==> config.mk <==
export PLATFORM = sky130hd
export DESIGN_NAME = biquad_sequencer_flat
export DESIGN_NICKNAME = d
export VERILOG_FILES = /design/src/rtl/biquad_sequencer_if.sv /design/src/rtl/biquad_sequencer.sv /design/src/flat_wrapper.sv
export SDC_FILE = /design/constraint.sdc
export NUM_CORES = 2
export LEC_CHECK = 0
export BUFFER_PORTS_ARGS = -buffer_cell sky130_fd_sc_hd__clkbuf_2
export CORE_MARGIN = 3
export CORE_UTILIZATION = 40
export CTS_CLUSTER_SIZE = 10
export DETAILED_ROUTE_END_ITERATION = 7
export HOLD_SLACK_MARGIN = 0.05
export MAX_ROUTING_LAYER = met4
export SYNTH_ARGS = -nofsm -noshare
export SYNTH_HDL_FRONTEND = slang
export SYNTH_SLANG_ARGS = --single-unit
==> constraint.sdc <==
create_clock -name clk -period 26.3 [get_ports clk]
set_input_delay 2.63 -clock clk [delete_from_list [all_inputs] [get_ports clk]]
set_output_delay 2.63 -clock clk [all_outputs]
set_load 0.05 [all_outputs]
==> src/rtl/biquad_sequencer_if.sv <==
// Sample, result and configuration signals shared between the biquad sequencer
// and its surroundings; the sequencer takes the slave side.
interface biquad_sequencer_if #(
  parameter int CH_W = 1
);
  logic                   in_valid;
  logic                   in_ready;
  logic [CH_W-1:0]        in_ch;
  logic signed [15:0]     in_sample;
  logic                   out_valid;
  logic [CH_W-1:0]        out_ch;
  logic signed [15:0]     out_sample;
  logic                   out_sat;
  logic                   cfg_we;
  logic [2:0]             cfg_addr;
  logic signed [31:0]     cfg_data;
  logic                   busy;

  modport master (
    output in_valid, in_ch, in_sample, cfg_we, cfg_addr, cfg_data,
    input  in_ready, out_valid, out_ch, out_sample, out_sat, busy
  );

  modport slave (
    input  in_valid, in_ch, in_sample, cfg_we, cfg_addr, cfg_data,
    output in_ready, out_valid, out_ch, out_sample, out_sat, busy
  );
endinterface

==> src/rtl/biquad_sequencer.sv <==
// Multi-channel biquad IIR section evaluated on one shared multiplier, five taps per
// sample, with per-channel delay state and a shadow/active coefficient bank.
module biquad_sequencer #(
  parameter int CHANNELS = 2,
  parameter int FRAC     = 10,
  parameter int CH_W     = (CHANNELS > 1) ? $clog2(CHANNELS) : 1
) (
  input  logic              clk,
  input  logic              reset,
  biquad_sequencer_if.slave bus
);
  typedef enum logic [1:0] {IDLE, MAC, WRITE} state_e;

  localparam logic signed [31:0] COEF_ONE  = 32'sd1 <<< FRAC;
  localparam logic signed [51:0] ROUND_ADD = 52'sd1 <<< (FRAC - 1);
  localparam logic signed [51:0] SAT_MAX   = 52'sd32767;
  localparam logic signed [51:0] SAT_MIN   = -52'sd32768;
  localparam logic [CH_W:0]      CH_LIMIT  = (CH_W + 1)'(CHANNELS);

  state_e                state_q, state_d;
  logic [2:0]            tap_q, tap_d;
  logic signed [51:0]    acc_q, acc_d;
  logic [CH_W-1:0]       ch_q, ch_d;
  logic                  ch_ok_q, ch_ok_d;
  logic signed [15:0]    x0_q, x0_d;
  logic signed [31:0]    coef_sh_q [5];
  logic signed [31:0]    coef_sh_d [5];
  logic signed [31:0]    coef_act_q [5];
  logic signed [31:0]    coef_act_d [5];
  logic signed [15:0]    x1_q [CHANNELS];
  logic signed [15:0]    x1_d [CHANNELS];
  logic signed [15:0]    x2_q [CHANNELS];
  logic signed [15:0]    x2_d [CHANNELS];
  logic signed [15:0]    y1_q [CHANNELS];
  logic signed [15:0]    y1_d [CHANNELS];
  logic signed [15:0]    y2_q [CHANNELS];
  logic signed [15:0]    y2_d [CHANNELS];
  logic                  clear_pending_q, clear_pending_d;
  logic                  out_valid_q, out_valid_d;
  logic [CH_W-1:0]       out_ch_q, out_ch_d;
  logic signed [15:0]    out_sample_q, out_sample_d;
  logic                  out_sat_q, out_sat_d;

  logic                  in_ready;
  logic [CH_W-1:0]       ch_sel;
  logic signed [15:0]    mul_a;
  logic signed [31:0]    mul_b;
  logic signed [47:0]    product;
  logic signed [51:0]    acc_round;
  logic signed [51:0]    acc_shift;
  logic signed [15:0]    sat_val;
  logic                  clipped;

  assign in_ready       = (state_q == IDLE) && !clear_pending_q;
  assign bus.in_ready   = in_ready;
  assign bus.busy       = (state_q != IDLE);
  assign bus.out_valid  = out_valid_q;
  assign bus.out_ch     = out_ch_q;
  assign bus.out_sample = out_sample_q;
  assign bus.out_sat    = out_sat_q;

  // Out-of-range channels still run the taps but read channel 0 to stay in bounds.
  assign ch_sel = ch_ok_q ? ch_q : '0;

  always_comb begin
    mul_a = '0;
    mul_b = '0;
    case (tap_q)
      3'd0: begin mul_a = x0_q;         mul_b = coef_act_q[0]; end
      3'd1: begin mul_a = x1_q[ch_sel]; mul_b = coef_act_q[1]; end
      3'd2: begin mul_a = x2_q[ch_sel]; mul_b = coef_act_q[2]; end
      3'd3: begin mul_a = y1_q[ch_sel]; mul_b = coef_act_q[3]; end
      3'd4: begin mul_a = y2_q[ch_sel]; mul_b = coef_act_q[4]; end
      default: ;
    endcase
  end

  assign product = 48'(mul_a) * 48'(mul_b);

  always_comb begin
    acc_round = acc_q + ROUND_ADD;
    acc_shift = acc_round >>> FRAC;
    sat_val   = acc_shift[15:0];
    clipped   = 1'b0;
    if (acc_shift > SAT_MAX) begin
      sat_val = 16'sh7fff;
      clipped = 1'b1;
    end else if (acc_shift < SAT_MIN) begin
      sat_val = -16'sh8000;
      clipped = 1'b1;
    end
  end

  always_comb begin
    state_d         = state_q;
    tap_d           = tap_q;
    acc_d           = acc_q;
    ch_d            = ch_q;
    ch_ok_d         = ch_ok_q;
    x0_d            = x0_q;
    coef_sh_d       = coef_sh_q;
    coef_act_d      = coef_act_q;
    x1_d            = x1_q;
    x2_d            = x2_q;
    y1_d            = y1_q;
    y2_d            = y2_q;
    clear_pending_d = clear_pending_q;
    out_valid_d     = 1'b0;
    out_ch_d        = out_ch_q;
    out_sample_d    = out_sample_q;
    out_sat_d       = 1'b0;

    case (state_q)
      IDLE: begin
        if (clear_pending_q) begin
          for (int c = 0; c < CHANNELS; c++) begin
            x1_d[c] = '0;
            x2_d[c] = '0;
            y1_d[c] = '0;
            y2_d[c] = '0;
          end
          clear_pending_d = 1'b0;
        end else if (bus.in_valid) begin
          ch_d       = bus.in_ch;
          ch_ok_d    = ({1'b0, bus.in_ch} < CH_LIMIT);
          x0_d       = bus.in_sample;
          coef_act_d = coef_sh_q;
          acc_d      = '0;
          tap_d      = '0;
          state_d    = MAC;
        end
      end
      MAC: begin
        acc_d = acc_q + {{4{product[47]}}, product};
        if (tap_q == 3'd4) begin
          state_d = WRITE;
        end else begin
          tap_d = tap_q + 3'd1;
        end
      end
      WRITE: begin
        state_d     = IDLE;
        out_valid_d = 1'b1;
        out_ch_d    = ch_q;
        if (ch_ok_q) begin
          out_sample_d = sat_val;
          out_sat_d    = clipped;
          x2_d[ch_sel] = x1_q[ch_sel];
          x1_d[ch_sel] = x0_q;
          y2_d[ch_sel] = y1_q[ch_sel];
          y1_d[ch_sel] = sat_val;
        end else begin
          out_sample_d = '0;
        end
      end
      default: state_d = IDLE;
    endcase

    // A clear written while one is being serviced must survive, so it comes last.
    if (bus.cfg_we) begin
      for (int i = 0; i < 5; i++) begin
        if (bus.cfg_addr == 3'(i)) coef_sh_d[i] = bus.cfg_data;
      end
      if (bus.cfg_addr == 3'd7) clear_pending_d = 1'b1;
    end
  end

  always_ff @(posedge clk) begin
    if (reset) begin
      state_q         <= IDLE;
      tap_q           <= '0;
      acc_q           <= '0;
      ch_q            <= '0;
      ch_ok_q         <= 1'b0;
      x0_q            <= '0;
      clear_pending_q <= 1'b0;
      out_valid_q     <= 1'b0;
      out_ch_q        <= '0;
      out_sample_q    <= '0;
      out_sat_q       <= 1'b0;
      for (int i = 0; i < 5; i++) begin
        coef_sh_q[i]  <= (i == 0) ? COEF_ONE : 32'sd0;
        coef_act_q[i] <= (i == 0) ? COEF_ONE : 32'sd0;
      end
      for (int c = 0; c < CHANNELS; c++) begin
        x1_q[c] <= '0;
        x2_q[c] <= '0;
        y1_q[c] <= '0;
        y2_q[c] <= '0;
      end
    end else begin
      state_q         <= state_d;
      tap_q           <= tap_d;
      acc_q           <= acc_d;
      ch_q            <= ch_d;
      ch_ok_q         <= ch_ok_d;
      x0_q            <= x0_d;
      clear_pending_q <= clear_pending_d;
      out_valid_q     <= out_valid_d;
      out_ch_q        <= out_ch_d;
      out_sample_q    <= out_sample_d;
      out_sat_q       <= out_sat_d;
      coef_sh_q       <= coef_sh_d;
      coef_act_q      <= coef_act_d;
      x1_q            <= x1_d;
      x2_q            <= x2_d;
      y1_q            <= y1_d;
      y2_q            <= y2_d;
    end
  end
endmodule

==> src/flat_wrapper.sv <==
// flat-port wrapper written by rule: the top's interface ports become plain ports
module biquad_sequencer_flat 
#(
  parameter int CHANNELS = 2,
  parameter int FRAC     = 10,
  parameter int CH_W     = (CHANNELS > 1) ? $clog2(CHANNELS) : 1
)
  (clk, reset, bus_in_valid, bus_in_ch, bus_in_sample, bus_cfg_we, bus_cfg_addr, bus_cfg_data, bus_in_ready, bus_out_valid, bus_out_ch, bus_out_sample, bus_out_sat, bus_busy);
  biquad_sequencer_if #(.CH_W(CH_W)) bus_i ();
  input  logic clk;
  input  logic reset;
  input wire logic [$bits(bus_i.in_valid)-1:0] bus_in_valid;
  input wire logic [$bits(bus_i.in_ch)-1:0] bus_in_ch;
  input wire logic [$bits(bus_i.in_sample)-1:0] bus_in_sample;
  input wire logic [$bits(bus_i.cfg_we)-1:0] bus_cfg_we;
  input wire logic [$bits(bus_i.cfg_addr)-1:0] bus_cfg_addr;
  input wire logic [$bits(bus_i.cfg_data)-1:0] bus_cfg_data;
  output wire logic [$bits(bus_i.in_ready)-1:0] bus_in_ready;
  output wire logic [$bits(bus_i.out_valid)-1:0] bus_out_valid;
  output wire logic [$bits(bus_i.out_ch)-1:0] bus_out_ch;
  output wire logic [$bits(bus_i.out_sample)-1:0] bus_out_sample;
  output wire logic [$bits(bus_i.out_sat)-1:0] bus_out_sat;
  output wire logic [$bits(bus_i.busy)-1:0] bus_busy;
  assign bus_i.in_valid = bus_in_valid;
  assign bus_i.in_ch = bus_in_ch;
  assign bus_i.in_sample = bus_in_sample;
  assign bus_i.cfg_we = bus_cfg_we;
  assign bus_i.cfg_addr = bus_cfg_addr;
  assign bus_i.cfg_data = bus_cfg_data;
  assign bus_in_ready = bus_i.in_ready;
  assign bus_out_valid = bus_i.out_valid;
  assign bus_out_ch = bus_i.out_ch;
  assign bus_out_sample = bus_i.out_sample;
  assign bus_out_sat = bus_i.out_sat;
  assign bus_busy = bus_i.busy;
  biquad_sequencer #(.CHANNELS(CHANNELS), .FRAC(FRAC), .CH_W(CH_W)) u_core (.clk(clk), .reset(reset), .bus(bus_i));
endmodule
======== Yosys cells after proc, flatten, opt, wreduce, memory -nomap -nowiden ========
Cells that the tools add are included.
word-level totals
  register bits after elaboration ......... 543
  output and inout port bits .............. 21
cells by class
  $mul .................................... 1
  bitwise gates (word level) .............. 4
  multiplexer cells ....................... 50
  magnitude comparators ................... 4
  eq/ne operators ......................... 17
  reductions and logical operators ........ 20
  add/sub/neg operators ................... 3
operators with widths
  kind                      number
  $mux W16                  16
  $pmux W32 S2              4
  $mux W32                  5
  $pmux W32 S5              1
  $bwmux W32                4
  $mux W52                  2
  $pmux W52 S2              1
  $pmux W16 S5              1
  $add A52 B11 Y52 const B  1
  $add A52 B52 Y52          1
  $mul A16 B32 Y48          1
  $gt A42 B16 Y1 const B    1
  $lt A42 B16 Y1 const B    1
  $demux W16 S1             1
  $eq A3 B2 Y1 const B      4
  $reduce_and A3 Y1         4
  $reduce_and A2 Y1         5
  $eq A3 B3 Y1 const B      3
  $mux W3                   3
  $mux W1                   7
  $eq A3 B1 Y1 const B      2
  $logic_not A3 Y1          2
  $mux W2                   3
  $ne A2 B1 Y1 const B      3
  other kinds (16)          23

======== Longest topological paths before layout ========
  depth after elaboration ................. 9
  depth in mapped cells ................... 50
  mapped depth without buffers ............ 46

======== Least setup slack after synthesis ========
No wires, ideal clock.
  path kind ............................... register to register
  start point ............................. register u_core.tap_q[2]
  end point ............................... register u_core.acc_q[49]
  required time ........................... 26.175 ns
  clock period less this slack ............ 10.799 ns
  arrival ................................. 10.673 ns
  setup slack ............................. 15.501 ns
  stages on the path, launching flop included .. 47
  library setup time ...................... 0.125 ns
  cell sequence ........................... dfxtp_1 clkbuf_1 clkbuf_1 clkbuf_1 inv_1 ha_1 clkbuf_1 clkbuf_1 clkbuf_1 a222oi_1 o21a_1 clkbuf_1 nand2_1 fa_1 fa_1 inv_1 fa_1 fa_1 (+11 left out) o211a_1 o21ai_1 a21o_1 xor2_1 ha_1 clkbuf_1 a21o_1 nor3_1 a21oi_1 o22a_1 a2bb2oi_1 o31a_1 a21oi_1 or3_1 a21o_1 a21oi_1 xor2_1 o21ai_1
between the ends
  cells in the longest elaborated chain, start to end .. 5
ends and longest elaborated chain
  element                                              line                     source
  start, declared                                      biquad_sequencer.sv:21   logic [2:0] tap_q, tap_d;
  start signal, assigned                               biquad_sequencer.sv:193  tap_q <= tap_d;
  $eq A3 B3 Y1 (tied with other cells)                 biquad_sequencer.sv:68   case (tap_q)
  $pmux W16 S5 / $pmux W32 S5 (equally long branches)  biquad_sequencer.sv:68
  $mul A16 B32 Y48 (*)                                 biquad_sequencer.sv:78   assign product = 48'(mul_a) * 48'(mul_b);
  $add A52 B52 Y52 (*)                                 biquad_sequencer.sv:134  acc_d = acc_q + {{4{product[47]}}, product};
  $pmux W52 S2 (*)                                     biquad_sequencer.sv:113  case (state_q)
  end signal, assigned                                 biquad_sequencer.sv:172  acc_q <= '0;
  end signal, assigned                                 biquad_sequencer.sv:194  acc_q <= acc_d;
  end, declared                                        biquad_sequencer.sv:22   logic signed [51:0] acc_q, acc_d;
Every way passes the cells marked *; elsewhere a longest branch is shown, timed or not.
A chain may end at the register's enable or synchronous reset.

======== Final worst setup path ========
  start point ............................. register u_core.tap_q[0]
  end point ............................... register u_core.acc_q[49]
Same word-level chain as after synthesis.

==> impl_metrics.tcl <==
set metrics [dict create \
    async_reset_ff_share_pct 0 \
    critPathArrivalTime_ps 12310 \
    initial_core_util_pct 40.53 \
    synthTopCellsByArea "dfxtp_1 (26%), fa_1 (24%), nand2_1 (9.8%), a21oi_1 (6.0%), ha_1 (5.2%)" \
    stdcell_area_um2 44810 \
    min_from "u_core.coef_sh_q[158]$_SDFFE_PP0P_" \
    clk_latency_ps 660 \
    via_per_inst 5.510 \
    cts_buffers 67 \
    p_int_mw 1.416 \
    worstMarginPinSlew_ps 1208 \
    critical_path_class "reg -> reg" \
    yosys.area.top_type "dfxtp_1" \
    core-area_um2 102200 \
    reg2reg_slack_ps 14500 \
    num_io_pins 77 \
    area_growth_syn_to_layout_pct 8.221 \
    fmax_mhz 84.73 \
    syn-num-nets 5729 \
    finalCriticalPeriod_ps 11800 \
    wl_per_cell_um 20.57 \
    synth-compound-area-share_pct 16.65 \
    synthMuxAreaShare_pct 0.09669 \
    hold_class "reg -> reg" \
    netlist_area_um2 41410 \
    htree_levels 3 \
    post_cts_buffers 0 \
    fp.dieH_um 327.8 \
    holdPathEnd "u_core.coef_act_q[158]$_SDFFE_PP0P_" \
    drc 0 \
    period_share_pct 44.88 \
    dp_slack_ps 14530 \
    cp_max_fo 35 \
    cts_tree "built" \
    rr_worst_depth 44 \
    hold_viol 0 \
    r2r_start "u_core.tap_q[0]$_SDFFE_PP0P_" \
    ys_seq_area_share_pct 26.25 \
    synth_top_family_by_area "adder cells" \
    path_clk_slew_ps 60 \
    powerDensity_nw_per_um2 45.06 \
    maxSlewViolCount 0 \
    grt_pass1_vias 33871 \
    ys.flop_type "dfxtp_1" \
    avgSynthCellArea_um2 8.259 \
    cp_data_required_time_ps 26810 \
    antenna_found_initial 0 \
    p_switching_mw 0.6033 \
    cts_num_sinks 543 \
    gp_congestion 0.9699 \
    drive_above_1_share_pct 5.504 \
    fin_cells 6310 \
    start_kind "flip-flop" \
    overflow 0 \
    place_inst 6222 \
    switching_share_pct 29.87 \
    grt_max_degree 162 \
    wl_um 129800 \
    die-area_um2 107400 \
    dpl_cell_area_um2 42870 \
    setup_viol 0 \
    cts_hold_buf 0 \
    yosysUniqueCellTypes 92 \
    holdWs_ps 414.9 \
    finish.utilization_pct 43.86 \
    clock_power_share_pct 42.2 \
    grt_usage_pct 24.72 \
    skew_ps 41.99 \
    synth_enable_flop_cells 0 \
    antenna_cells 0 \
    relSlewSlack_pct 19.25 \
    drt_first_iter_violations 3418 \
    finalPower_mw 2.019 \
    cp_slowest_cell "nand2_1" \
    synth_cells 5014 \
    dr.pass1.iters 6 \
    grt_first_pass_wirelength_um 202000 \
    crit_path_end_kind "flip-flop" \
    pwr-share-seq_pct 42.3 \
    dp_hpwl_um 93230 \
    clk_path_buf_depth 3 \
    slowest_delay_ps 880 \
    cts-root-buf "clkbuf_16" \
    rsz0062_at_grt "no" \
    status "finished, final reports clean" \
    synth_warnings 0 \
    p_leak_nw 18.49 \
    tns_ps 0 \
    peakVddDrop_mv 0.04672 \
    drv_cap 0 \
    fin_nets 5638 \
    synthSimpleGateAreaFrac_pct 17.94 \
    ctsResizeCount 0 \
    row_count 117 \
    die_x_um 327.8 \
    min_path_cells 2 \
    synth_top_area_share_pct 26.25 \
    synth_xor_area_share_pct 2.408 \
    ant_nets 0 \
    synth_seq_cells 543 \
    pwr-share-comb_pct 15.5 \
    worst_slack_ps 14500 \
    reg2reg_to "u_core.acc_q[49]$_SDFFE_PP0P_" \
    route.vias.total 34770 \
    io_buffers 76 \
    synthAdderAreaFrac_pct 28.74 \
]
[layer usage]
metal | track usage, % | vias to the layer above | share of wire (%)
li1 | - | 16184 | -
met1 | 34.36 | 17150 | 45
met2 | 36.96 | 1265 | 44
met3 | 5.129 | 171 | 8.5
met4 | 5.943 | 0 | 2.1
met5 | - | - | 0
[worst max-delay path by stage]
| stage | from | end | slack, ps | depth (start not counted) |
|---|---|---|---|---|
| floorplan | u_core.tap_q[2]$_SDFFE_PP0P_ | u_core.acc_q[49]$_SDFFE_PP0P_ | 15500 | 46 |
| global placement | u_core.tap_q[0]$_SDFFE_PP0P_ | u_core.acc_q[49]$_SDFFE_PP0P_ | 14630 | 45 |
| detailed placement | u_core.tap_q[0]$_SDFFE_PP0P_ | u_core.acc_q[49]$_SDFFE_PP0P_ | 14530 | 44 |
| CTS | u_core.tap_q[0]$_SDFFE_PP0P_ | u_core.acc_q[49]$_SDFFE_PP0P_ | 14540 | 44 |
| global route | u_core.tap_q[0]$_SDFFE_PP0P_ | u_core.acc_q[49]$_SDFFE_PP0P_ | 13540 | 44 |
| finish | u_core.tap_q[0]$_SDFFE_PP0P_ | u_core.acc_q[49]$_SDFFE_PP0P_ | 14500 | 44 |
[placed cells by master (no fill, tap or decap), types with 7 or more instances in the layout]
| master | n |
|---|---|
| a211oi_1 | 8 |
| a21o_1 | 51 |
| a21oi_1 | 490 |
| a221o_1 | 49 |
| a221oi_1 | 34 |
| a222oi_1 | 27 |
| a22o_1 | 13 |
| a22oi_1 | 164 |
| a31oi_1 | 17 |
| a41oi_1 | 7 |
| and2_1 | 13 |
| and3_1 | 22 |
| and4_1 | 9 |
| buf_4 | 57 |
| clkbuf_16 | 68 |
| clkbuf_2 | 75 |
| dfxtp_1 | 542 |
| fa_1 | 487 |
| ha_1 | 171 |
| inv_1 | 559 |
| nand2_1 | 1081 |
| nand2b_1 | 35 |
| nand3_1 | 63 |
| nand3b_1 | 9 |
| nand4_1 | 24 |
| nor2_1 | 389 |
| nor2b_1 | 27 |
| nor3_1 | 22 |
| nor4_1 | 8 |
| o211ai_1 | 7 |
| o21a_1 | 43 |
| o21ai_0 | 65 |
| o21ai_1 | 36 |
| o31ai_1 | 7 |
| or3_1 | 12 |
| xnor2_1 | 71 |
| xor2_1 | 41 |
[final cells by class]
class	count	area (µm²)
fillers	10387	57370
repair buffers	134	838.3
well taps	1368	1712
clock buffers	76	1762
multi-input cells	3617	27350
inverters	560	2102
clock inverters	12	178.9
flip-flops and latches	543	10870
[worst max-delay path: cells and delay by family (launching register included)]
kind                       cells  cell delay, ps
and+or+nand+nor                6            1950
xor gates and xnor gates       2             300
adders and majority gates      9            4020
DFF                            1             350
AOI/OAI and AO/OA             19            3890
buffers and inverters          8            1110
[synthesized netlist by cell type, types with 5 or more instances]
master / number
nand2b_1: 35
nor2_1: 390
a41oi_1: 7
and2_1: 15
o21bai_1: 5
o31ai_1: 7
a211oi_1: 8
nor3b_1: 8
nor2b_1: 31
xor2_1: 41
or2_2: 5
and3_1: 22
a22o_1: 13
o21ai_0: 67
o211ai_1: 7
nand2_1: 1082
buf_6: 8
buf_1: 14
dfxtp_1: 543
xnor2_1: 71
nor4_1: 8
nand4_1: 24
clkbuf_1: 265
a31oi_1: 17
nor3_1: 24
o21a_1: 43
a2111oi_0: 5
and4_1: 9
a221o_1: 49
buf_2: 6
a21oi_1: 495
o21ai_1: 34
nand3_1: 63
or3_1: 12
a221oi_1: 34
inv_1: 559
fa_1: 487
ha_1: 172
a21o_1: 51
a222oi_1: 27
a22oi_1: 164
nand3b_1: 9
[power by group through the flow]
stage               Sequential [mW]  Combinational [mW]  Clock (mW)
floorplan                     0.863               0.212           0
global placement              0.870               0.310           0
detailed placement            0.870               0.311           0
CTS                           0.853               0.312       0.870
global route                  0.854               0.344       0.903
finish                        0.853               0.314       0.852
[cells by family after synthesis]
kind of cell | after synthesis
flops | 543
simple gates | 1767
xor+xnor | 113
buf+inv | 854
mux | 4
fa+ha+maj | 659
compound gates | 1074
[flip-flops by register name, indices dropped and copies added (netlist names)]
name                    count
u_core.coef_act_q         160
u_core.coef_sh_q          160
u_core.acc_q               52
u_core.x1_q                32
u_core.x2_q                32
u_core.y1_q                32
u_core.y2_q                32
u_core.bus.out_sample      16
u_core.x0_q                16
u_core.tap_q                3
u_core.state_q              2
u_core.bus.out_ch           1
u_core.bus.out_sat          1
u_core.bus.out_valid        1
u_core.ch_ok_q              1
u_core.ch_q                 1
u_core.clear_pending_q      1
Power figures use the tool's default switching activity.
